`src/rtl/display_scan_ctrl_if.sv`:
```
// Bundles the scan enable, digit input and multiplexed-display outputs of display_scan_ctrl.
// master = the side that drives en/digits; slave = the scan controller itself.
interface display_scan_ctrl_if;
    logic        en;
    logic [19:0] digits;
    logic [2:0]  sel;
    logic [3:0]  seg_data;
    logic        blank;
    logic        frame_tick;

    modport master (
        output en, digits,
        input  sel, seg_data, blank, frame_tick
    );

    modport slave (
        input  en, digits,
        output sel, seg_data, blank, frame_tick
    );
endinterface

```
`src/rtl/display_scan_ctrl.sv`:
```
// Five-digit multiplexed BCD display scanner: OFF/SHOW/GAP FSM with per-frame digit snapshot.
// Define LEADING_ZERO_BLANK_EN to darken leading zero digits (digit 0 is always lit).
module display_scan_ctrl #(
    parameter int SCAN_DIV = 50000,
    parameter int GAP_CYC  = 16
) (
    input  logic               clk,
    input  logic               rst_n,
    display_scan_ctrl_if.slave bus
);
    typedef enum logic [1:0] {
        ST_OFF  = 2'd0,
        ST_SHOW = 2'd1,
        ST_GAP  = 2'd2
    } state_t;

    localparam logic [19:0] SHOW_LAST = 20'(SCAN_DIV - 1);
    localparam logic [19:0] GAP_LAST  = 20'(GAP_CYC - 1);

    state_t      state_reg, state_next;
    logic [19:0] cnt_reg, cnt_next;
    logic [2:0]  sel_reg, sel_next;
    logic [19:0] snap_reg, snap_next;
    logic [3:0]  seg_reg, seg_next;
    logic        blank_reg, blank_next;
    logic        tick_reg, tick_next;

    // Snapshot split into digit lanes; lanes 5..7 exist only so a 3-bit index stays in range.
    logic [3:0] snap_dig [8];

    generate
        for (genvar gi = 0; gi < 8; gi++) begin : g_dig
            if (gi < 5) begin : g_real
                assign snap_dig[gi] = snap_next[4*gi +: 4];
            end else begin : g_pad
                assign snap_dig[gi] = 4'd0;
            end
        end
    endgenerate

`ifdef LEADING_ZERO_BLANK_EN
    // lz_hi[k]: digit k and every more significant digit of the snapshot are zero.
    logic [7:0] lz_hi;
    generate
        for (genvar gi = 0; gi < 8; gi++) begin : g_lz
            if (gi < 5) begin : g_real
                assign lz_hi[gi] = (snap_next[19:4*gi] == '0);
            end else begin : g_pad
                assign lz_hi[gi] = 1'b1;
            end
        end
    endgenerate
`endif

    always_comb begin
        state_next = state_reg;
        cnt_next   = cnt_reg + 20'd1;
        sel_next   = sel_reg;
        snap_next  = snap_reg;
        tick_next  = 1'b0;

        if (!bus.en) begin
            state_next = ST_OFF;
        end else begin
            case (state_reg)
                ST_OFF: begin
                    state_next = ST_SHOW;
                end
                ST_SHOW: begin
                    if (cnt_reg == SHOW_LAST) begin
                        state_next = ST_GAP;
                    end
                end
                ST_GAP: begin
                    if (cnt_reg == GAP_LAST) begin
                        state_next = ST_SHOW;
                        if (sel_reg == 3'd4) begin
                            sel_next  = 3'd0;
                            tick_next = 1'b1;
                        end else begin
                            sel_next = sel_reg + 3'd1;
                        end
                    end
                end
                default: begin
                    state_next = ST_OFF;
                end
            endcase
        end

        if (state_next != state_reg) begin
            cnt_next = 20'd0;
        end
        if (state_next == ST_OFF) begin
            sel_next = 3'd0;
            cnt_next = 20'd0;
        end
        // A frame starts whenever SHOW is entered at digit 0, from OFF or after a wrap.
        if (state_next == ST_SHOW && state_reg != ST_SHOW && sel_next == 3'd0) begin
            snap_next = bus.digits;
        end
    end

    always_comb begin
        seg_next   = seg_reg;
        blank_next = 1'b1;
        if (state_next == ST_SHOW) begin
            seg_next = snap_dig[sel_next];
`ifdef LEADING_ZERO_BLANK_EN
            blank_next = (sel_next != 3'd0) && lz_hi[sel_next];
`else
            blank_next = 1'b0;
`endif
        end
    end

    always_ff @(posedge clk) begin
        if (!rst_n) begin
            state_reg <= ST_OFF;
            cnt_reg   <= 20'd0;
            sel_reg   <= 3'd0;
            snap_reg  <= 20'd0;
            seg_reg   <= 4'd0;
            blank_reg <= 1'b1;
            tick_reg  <= 1'b0;
        end else begin
            state_reg <= state_next;
            cnt_reg   <= cnt_next;
            sel_reg   <= sel_next;
            snap_reg  <= snap_next;
            seg_reg   <= seg_next;
            blank_reg <= blank_next;
            tick_reg  <= tick_next;
        end
    end

    assign bus.sel        = sel_reg;
    assign bus.seg_data   = seg_reg;
    assign bus.blank      = blank_reg;
    assign bus.frame_tick = tick_reg;
endmodule
```
`src/flat_wrapper.sv`:
```
// flat-port wrapper written by rule: the top's interface ports become plain ports
module display_scan_ctrl_flat 
#(
    parameter int SCAN_DIV = 50000,
    parameter int GAP_CYC  = 16
)
  (clk, rst_n, bus_en, bus_digits, bus_sel, bus_seg_data, bus_blank, bus_frame_tick);
  display_scan_ctrl_if bus_i ();
  input  logic clk;
  input  logic rst_n;
  input wire logic [$bits(bus_i.en)-1:0] bus_en;
  input wire logic [$bits(bus_i.digits)-1:0] bus_digits;
  output wire logic [$bits(bus_i.sel)-1:0] bus_sel;
  output wire logic [$bits(bus_i.seg_data)-1:0] bus_seg_data;
  output wire logic [$bits(bus_i.blank)-1:0] bus_blank;
  output wire logic [$bits(bus_i.frame_tick)-1:0] bus_frame_tick;
  assign bus_i.en = bus_en;
  assign bus_i.digits = bus_digits;
  assign bus_sel = bus_i.sel;
  assign bus_seg_data = bus_i.seg_data;
  assign bus_blank = bus_i.blank;
  assign bus_frame_tick = bus_i.frame_tick;
  display_scan_ctrl #(.SCAN_DIV(SCAN_DIV), .GAP_CYC(GAP_CYC)) u_core (.clk(clk), .rst_n(rst_n), .bus(bus_i));
endmodule
```
`config.mk`:
```
export PLATFORM = sky130hd
export DESIGN_NAME = display_scan_ctrl_flat
export DESIGN_NICKNAME = d
export VERILOG_FILES = /design/src/rtl/display_scan_ctrl_if.sv /design/src/rtl/display_scan_ctrl.sv /design/src/flat_wrapper.sv
export SDC_FILE = /design/constraint.sdc
export NUM_CORES = 1
export LEC_CHECK = 0
export CAP_MARGIN = 15
export CELL_PAD_IN_SITES_DETAIL_PLACEMENT = 0
export CELL_PAD_IN_SITES_GLOBAL_PLACEMENT = 2
export CORE_MARGIN = 2
export CORE_UTILIZATION = 33
export DETAILED_ROUTE_END_ITERATION = 8
export PLACE_DENSITY = 0.9
export SLEW_MARGIN = 20
export SYNTH_ARGS = -nofsm -noshare
export SYNTH_HDL_FRONTEND = slang
export SYNTH_SLANG_ARGS = --single-unit
export TNS_END_PERCENT = 20
```
`constraint.sdc`:
```
create_clock -name clk -period 3.2 [get_ports clk]
set_clock_uncertainty 0.2 [all_clocks]
set_input_delay 0.64 -clock clk [delete_from_list [all_inputs] [get_ports clk]]
set_output_delay 0.64 -clock clk [all_outputs]
set_load 0.05 [all_outputs]
```
* Word-level counts from Yosys, hierarchy flattened
Index checks and enable logic that the tools add are counted.
Word-level totals: logic and storage cells 42, output and inout port bits 9, flip-flop bits (word level) 51
Operators by class: $lt $le $gt $ge 1, bitwise operators 2, reductions and logical operators 7, muxes and demuxes 15, equal/unequal tests 8, $add $sub $neg 2
Operators with widths (number):
- 20-bit by 1-bit adder with 20-bit output (second input constant) | 1
- 20-bit by 16-bit equality test with 1-bit output (second input constant) | 1
- 20-bit by 4-bit equality test with 1-bit output (second input constant) | 1
- 20-bit 2-to-1 mux | 1
- 3-bit 2-to-1 mux | 5
- 4-bit binary-select mux with 3-bit select | 1
- 4-bit 2-to-1 mux | 2
- 2-bit 2-to-1 mux | 3
- 2-bit one-hot mux with 3 select lines | 1
- 2-bit by 1-bit equality test with 1-bit output (second input constant) | 2
- 4-bit >= comparator (second input constant) | 1
- 2-bit logical NOT | 2
- 3-bit inverter with 4-bit output | 1
- 4-bit AND reduction | 1
- 3-bit by 1-bit adder with 3-bit output (second input constant) | 1
- 3-bit equality test (second input constant) | 1
- 3-bit logical NOT | 1
- 3-bit OR reduction | 1
- 2-bit equality test (second input constant) | 1
- 1-bit logical AND | 2
- 1-bit 2-to-1 mux | 2
- 2-bit by 1-bit inequality test with 1-bit output (second input constant) | 1
- 2-bit inequality test | 1
- 1-bit inverter | 1

* Logic depth before layout (Yosys ltp)
depth in word-level cells 12, gate-level depth with buffers 11, depth with buffers taken out 9

* Worst setup path before layout
OpenSTA, ideal clock, no wires.
path type register to register, start point register u_core.cnt_reg[0], end point register u_core.seg_reg[0] (netlist: u_core.bus.seg_data[0]), required time 2.880 ns, data arrival time 2.120 ns, path buffers 2, cell stages (with the launch flop) 11, library setup time 0.120 ns, period minus slack after synthesis 2.440 ns, path slack 0.760 ns, path through dfxtp_1 > ha_1 > and3_1 > and4_1 > clkbuf_1 > and2_1 > buf_6 > a21oi_4 > mux2_4 > a211oi_2 > a21oi_1
Between the ends: word-level cells in the longest chain between the ends 12, elaborated cells between the ends (all ways) 20, classes of those cells 3 x eq/ne; 12 x mux; 1 x bitwise; 4 x reduce/logical
Ends and longest elaborated chain:
- start: declaration | RTL line display_scan_ctrl.sv:21 | logic [19:0] cnt_reg, cnt_next;
- start signal: assignment | RTL line display_scan_ctrl.sv:128 | cnt_reg <= cnt_next;
- 20-bit by 4-bit equality test with 1-bit output / 20-bit by 16-bit equality test with 1-bit output (equally long branches) | RTL line display_scan_ctrl.sv:75, display_scan_ctrl.sv:70
- 2-bit 2-to-1 mux, on equally long branches | RTL line display_scan_ctrl.sv:75, display_scan_ctrl.sv:70
- 2-bit one-hot mux with 3 select lines | RTL line display_scan_ctrl.sv:65 | case (state_reg)
- 2-bit 2-to-1 mux | RTL line display_scan_ctrl.sv:62 | if (!bus.en) begin
- 2-bit logical NOT | RTL line display_scan_ctrl.sv:94 | if (state_next == ST_OFF) begin
- 3-bit 2-to-1 mux | RTL line display_scan_ctrl.sv:94
- 3-bit logical NOT | RTL line display_scan_ctrl.sv:99 | if (state_next == ST_SHOW && state_reg != ST_SHOW && sel_next == 3'd0) begin
- 1-bit logical AND | RTL line display_scan_ctrl.sv:99
- 20-bit 2-to-1 mux | RTL line display_scan_ctrl.sv:99
- 4-bit binary-select mux with 3-bit select | RTL line display_scan_ctrl.sv:108 | seg_next = snap_dig[sel_next];
- 4-bit 2-to-1 mux (not written as such) (2 in series) | RTL line display_scan_ctrl.sv:108
- end signal: assignment | RTL line display_scan_ctrl.sv:131 | seg_reg <= seg_next;
- end: declaration | RTL line display_scan_ctrl.sv:24 | logic [3:0] seg_reg, seg_next;
Parallel ways exist; a longest one is shown, timed or not. The select of a mux whose other input is x is not followed. A chain may end at the register's enable or synchronous reset.

* Worst setup path in the final report
Same ends and word-level chain as after synthesis.

==> impl_summary.md <==
Outcome
The flow ran to the end, and the final reports show no timing, DRC or antenna violations.

STA
The maximum frequency from static timing analysis is 374 MHz. The setup TNS is 0 ps. The number of pins exceeding their max-slew limit in the final report was 0.

Setup violations remaining at the end of the flow were counted as 0. Setup repair after global routing left no endpoint under its margin. Measured against its own limit, the worst slew margin works out to 63.0%. For the pin with the worst max-slew slack, the measured transition is 547 ps. The tightest hold margin is 256 ps. The minimum period implied by the final worst setup slack is 2680 ps. The post-route clock period utilization is 83.6%.

The final number of hold-violating endpoints is 0. The worst setup margin is 525 ps.

Setup path
The worst setup path is captured at a register. The cell with the largest stage delay on the worst path is sky130_fd_sc_hd__and4_1. The worst endpoint data arrival time is 2670 ps. The type of the setup path with the least slack is reg2reg.

The critical path required time is 3200 ps. The largest single stage delay on the critical path is approximately 400 ps. Walking the worst path, the cells encountered are ha_1 -> and3_1 -> and4_1 -> and2_1 -> a21oi_4 -> mux2_4 -> a211oi_2 -> a21oi_1. The startpoint kind of the worst setup timing path is a register. Along the worst path, the maximum fanout reaches 9.

Drt
Dividing the detail-routed wire length by the instance count gives roughly 13 um. The overall routed net length is roughly 5400 um. In this run the remaining antenna-violating nets after routing total 0. Summing over every cut layer, the via total after detailed routing is 2,026. Before antenna repair, the detailed router went through 4 iterations.

After the first detailed-routing iteration, the DRC count stood at 71. For this run, design rule violations remaining after detail routing come to 0. The routed via count divided by cell count is 4.88.

Floorplanning
From bottom edge to top edge, the die measures 89.9 um. The number of top-level pins is 32. The floorplan step defined a die boundary enclosing 8080 um2.

The initial core utilization is ~34%. The region available for standard cell placement spans 7210 um2. The width of the die is 89.9 um. The number of rows in the core area is 31.

Place
Once placement finished, the instance area stood at 2860 um2. Before CTS, the worst setup slack after placement is 209 ps. The detailed placer's ending HPWL is 4040 um. The final weighted congestion of routability-driven global placement is 0.873. Port buffering added 31 buffers.

Global routing
The first global-routing pass estimated 9010 um of wire. The number of antenna violations at the first check in global routing is 0. Across every metal layer, demand over resource in global routing totals a little over an eighth. Global routing finished with a remaining overflow of 0. The number of global-route vias before repair is 1,944.

The pin count of the biggest net entering global routing is 21.

Clocking
Clock tree synthesis selected as its root buffer the cell sky130_fd_sc_hd__clkbuf_8. The CTS sink count is 51. Clock-pin slew was measured on the worst setup and hold paths at 90 ps. The number of buffers added for setup after CTS is 0. The number of H-tree branching levels is 2.

The clock network latency to the later pin of the worst-skew pair is ~300 ps. The CTS buffer count is 5. The number of cells upsized or downsized after cts is 0. The deepest clock path buffer count is 2.

After clock tree synthesis, the flow added hold-fix buffers numbering 0. The TritonCTS clock tree is yes.

Logic synthesis
After synthesis, the netlist uses 45 different library cells. The count of mapped cells out of synthesis is between 200 and 300. In this run the biggest area consumer among cell types represents 42.0% of the synthesized area.

When the netlist entered floorplanning its net count stood at roughly 310. In this run, synthesis produced a sequential element count of 51. Yosys attributes the largest share of cell area to sky130_fd_sc_hd__dfxtp_1 (42%), sky130_fd_sc_hd__nand2_1 (8.5%), sky130_fd_sc_hd__a21boi_1 (6.2%), sky130_fd_sc_hd__nor2_1 (4.8%), sky130_fd_sc_hd__xor2_1 (4.0%). The most used flip-flop cell after synthesis is sky130_fd_sc_hd__dfxtp_1. The fraction of synthesis flops using an asynchronous set or reset pin is 0%. The mean instance size in the synthesized netlist is 8.60 um2.

During synthesis, Yosys emitted a total of 0 warnings. The sequential area share after synthesis is between 40% and 50%. The biggest area contributor in the post-synthesis netlist is sky130_fd_sc_hd__dfxtp_1. The cell area that synthesis handed to floorplanning was 2430 um2.

Yosys mapped a number of flops with a built-in enable equal to 0.

Power and ir drop
The leakage power figure is 0.00112 uW. Dividing total power by cell area gives a power density of 389 nW/um2. Across the VDD grid, the largest voltage drop is ~0.19 mV.

Finish
After the last flow step, the layout net total stands at 343. The antenna diode count is 0. Summing all non-filler instances in the final layout gives an area of 2940 um2. The layout overhead on the synthesized area is 20.7%.

The share of cells above drive strength 1 is under 10%.

Min path
The worst hold path class is reg2reg.

Flow run
The max-cap check violation count is 0.
## layer usage
metal	share of wire, %	global-route usage (%)	routed length (um)
met1	47	17.2	2510
met2	49	23.2	2610
met3	3.3	2.68	178
met4	1.4	5.13	74
met5	0	0	0
## area by class of cell
class	instances	area, um2
clock buffer	5	68.8
clock inverter	1	7.51
fill	762	4280
inverter	7	26.3
multi-input combinational	214	1330
sequential	51	1020
tap	99	124
timing repair buffer	38	363
## cells in the mapped netlist (all sizes together), types with 4 or more instances
cell type and count:
o21ai 5, nand2 55, and3 8, a211oi 7, clkbuf 6, buf 5
a21oi 11, mux2i 7, inv 7, nand3 8, nor2 31, a21boi 21
and2 4, nor2b 7, xnor2 5, dfxtp 51, xor2 11
## cell families after synthesis
group,after synthesis,synth area share (%)
adders and majority gates,3,1.54
and+or+nand+nor,130,25.2
muxes,9,4.47
buffers and inverters,18,3.50
DFF,51,42.0
xor gates and xnor gates,16,5.76
AOI/OAI and AO/OA,56,17.5
## worst paths after layout
path         depth (start not counted)                                  end  slack, ps                      startpoint
max                                  8  u_core.bus.seg_data[0]$_SDFFE_PN0N_        520    u_core.cnt_reg[0]$_SDFF_PP0_
min reg2reg                          2       u_core.snap_reg[14]$_SDFF_PN0_        260  u_core.snap_reg[14]$_SDFF_PN0_
max reg2reg                          8  u_core.bus.seg_data[0]$_SDFFE_PN0N_        520    u_core.cnt_reg[0]$_SDFF_PP0_
min                                  2       u_core.snap_reg[14]$_SDFF_PN0_        260  u_core.snap_reg[14]$_SDFF_PN0_
## report_power, final
part           switching (uW)  internal [uW]  total (uW)
clock                     205            146         350
sequential               11.7            654         665
combinational            62.1           64.5         127
## metrics by stage
step	util, %	std cells	power, uW
after floorplan	-	283	750
after global placement	39.7	409	808
after detailed placement	39.7	409	808
after CTS	40.7	415	1160
after global routing	40.7	415	1190
final	40.7	415	1140
## cells in the final DEF (no fill, tap or decap), types with 4 or more instances in the layout
master and count:
sky130_fd_sc_hd__mux2i_1 6, sky130_fd_sc_hd__nand3_1 8, sky130_fd_sc_hd__nand2_1 55, sky130_fd_sc_hd__xnor2_1 5, sky130_fd_sc_hd__nor2b_1 7, sky130_fd_sc_hd__clkdlybuf4s50_1 31, sky130_fd_sc_hd__inv_1 7, sky130_fd_sc_hd__xor2_1 11
sky130_fd_sc_hd__and2_1 4, sky130_fd_sc_hd__clkbuf_8 5, sky130_fd_sc_hd__nor2_1 31, sky130_fd_sc_hd__a211oi_1 5, sky130_fd_sc_hd__and3_1 8, sky130_fd_sc_hd__o21ai_0 5, sky130_fd_sc_hd__a21boi_1 20, sky130_fd_sc_hd__dfxtp_1 51
sky130_fd_sc_hd__buf_4 7, sky130_fd_sc_hd__a21oi_1 9
## critical path: cells and delay by family (launching register included)
family          cells  cell delay (ps)
simple gates        3             1030
compound gates      3              440
flops               1              370
mux                 1              320
fa+ha+maj           1              200
Note: power is estimated with default switching activity, not from simulation.
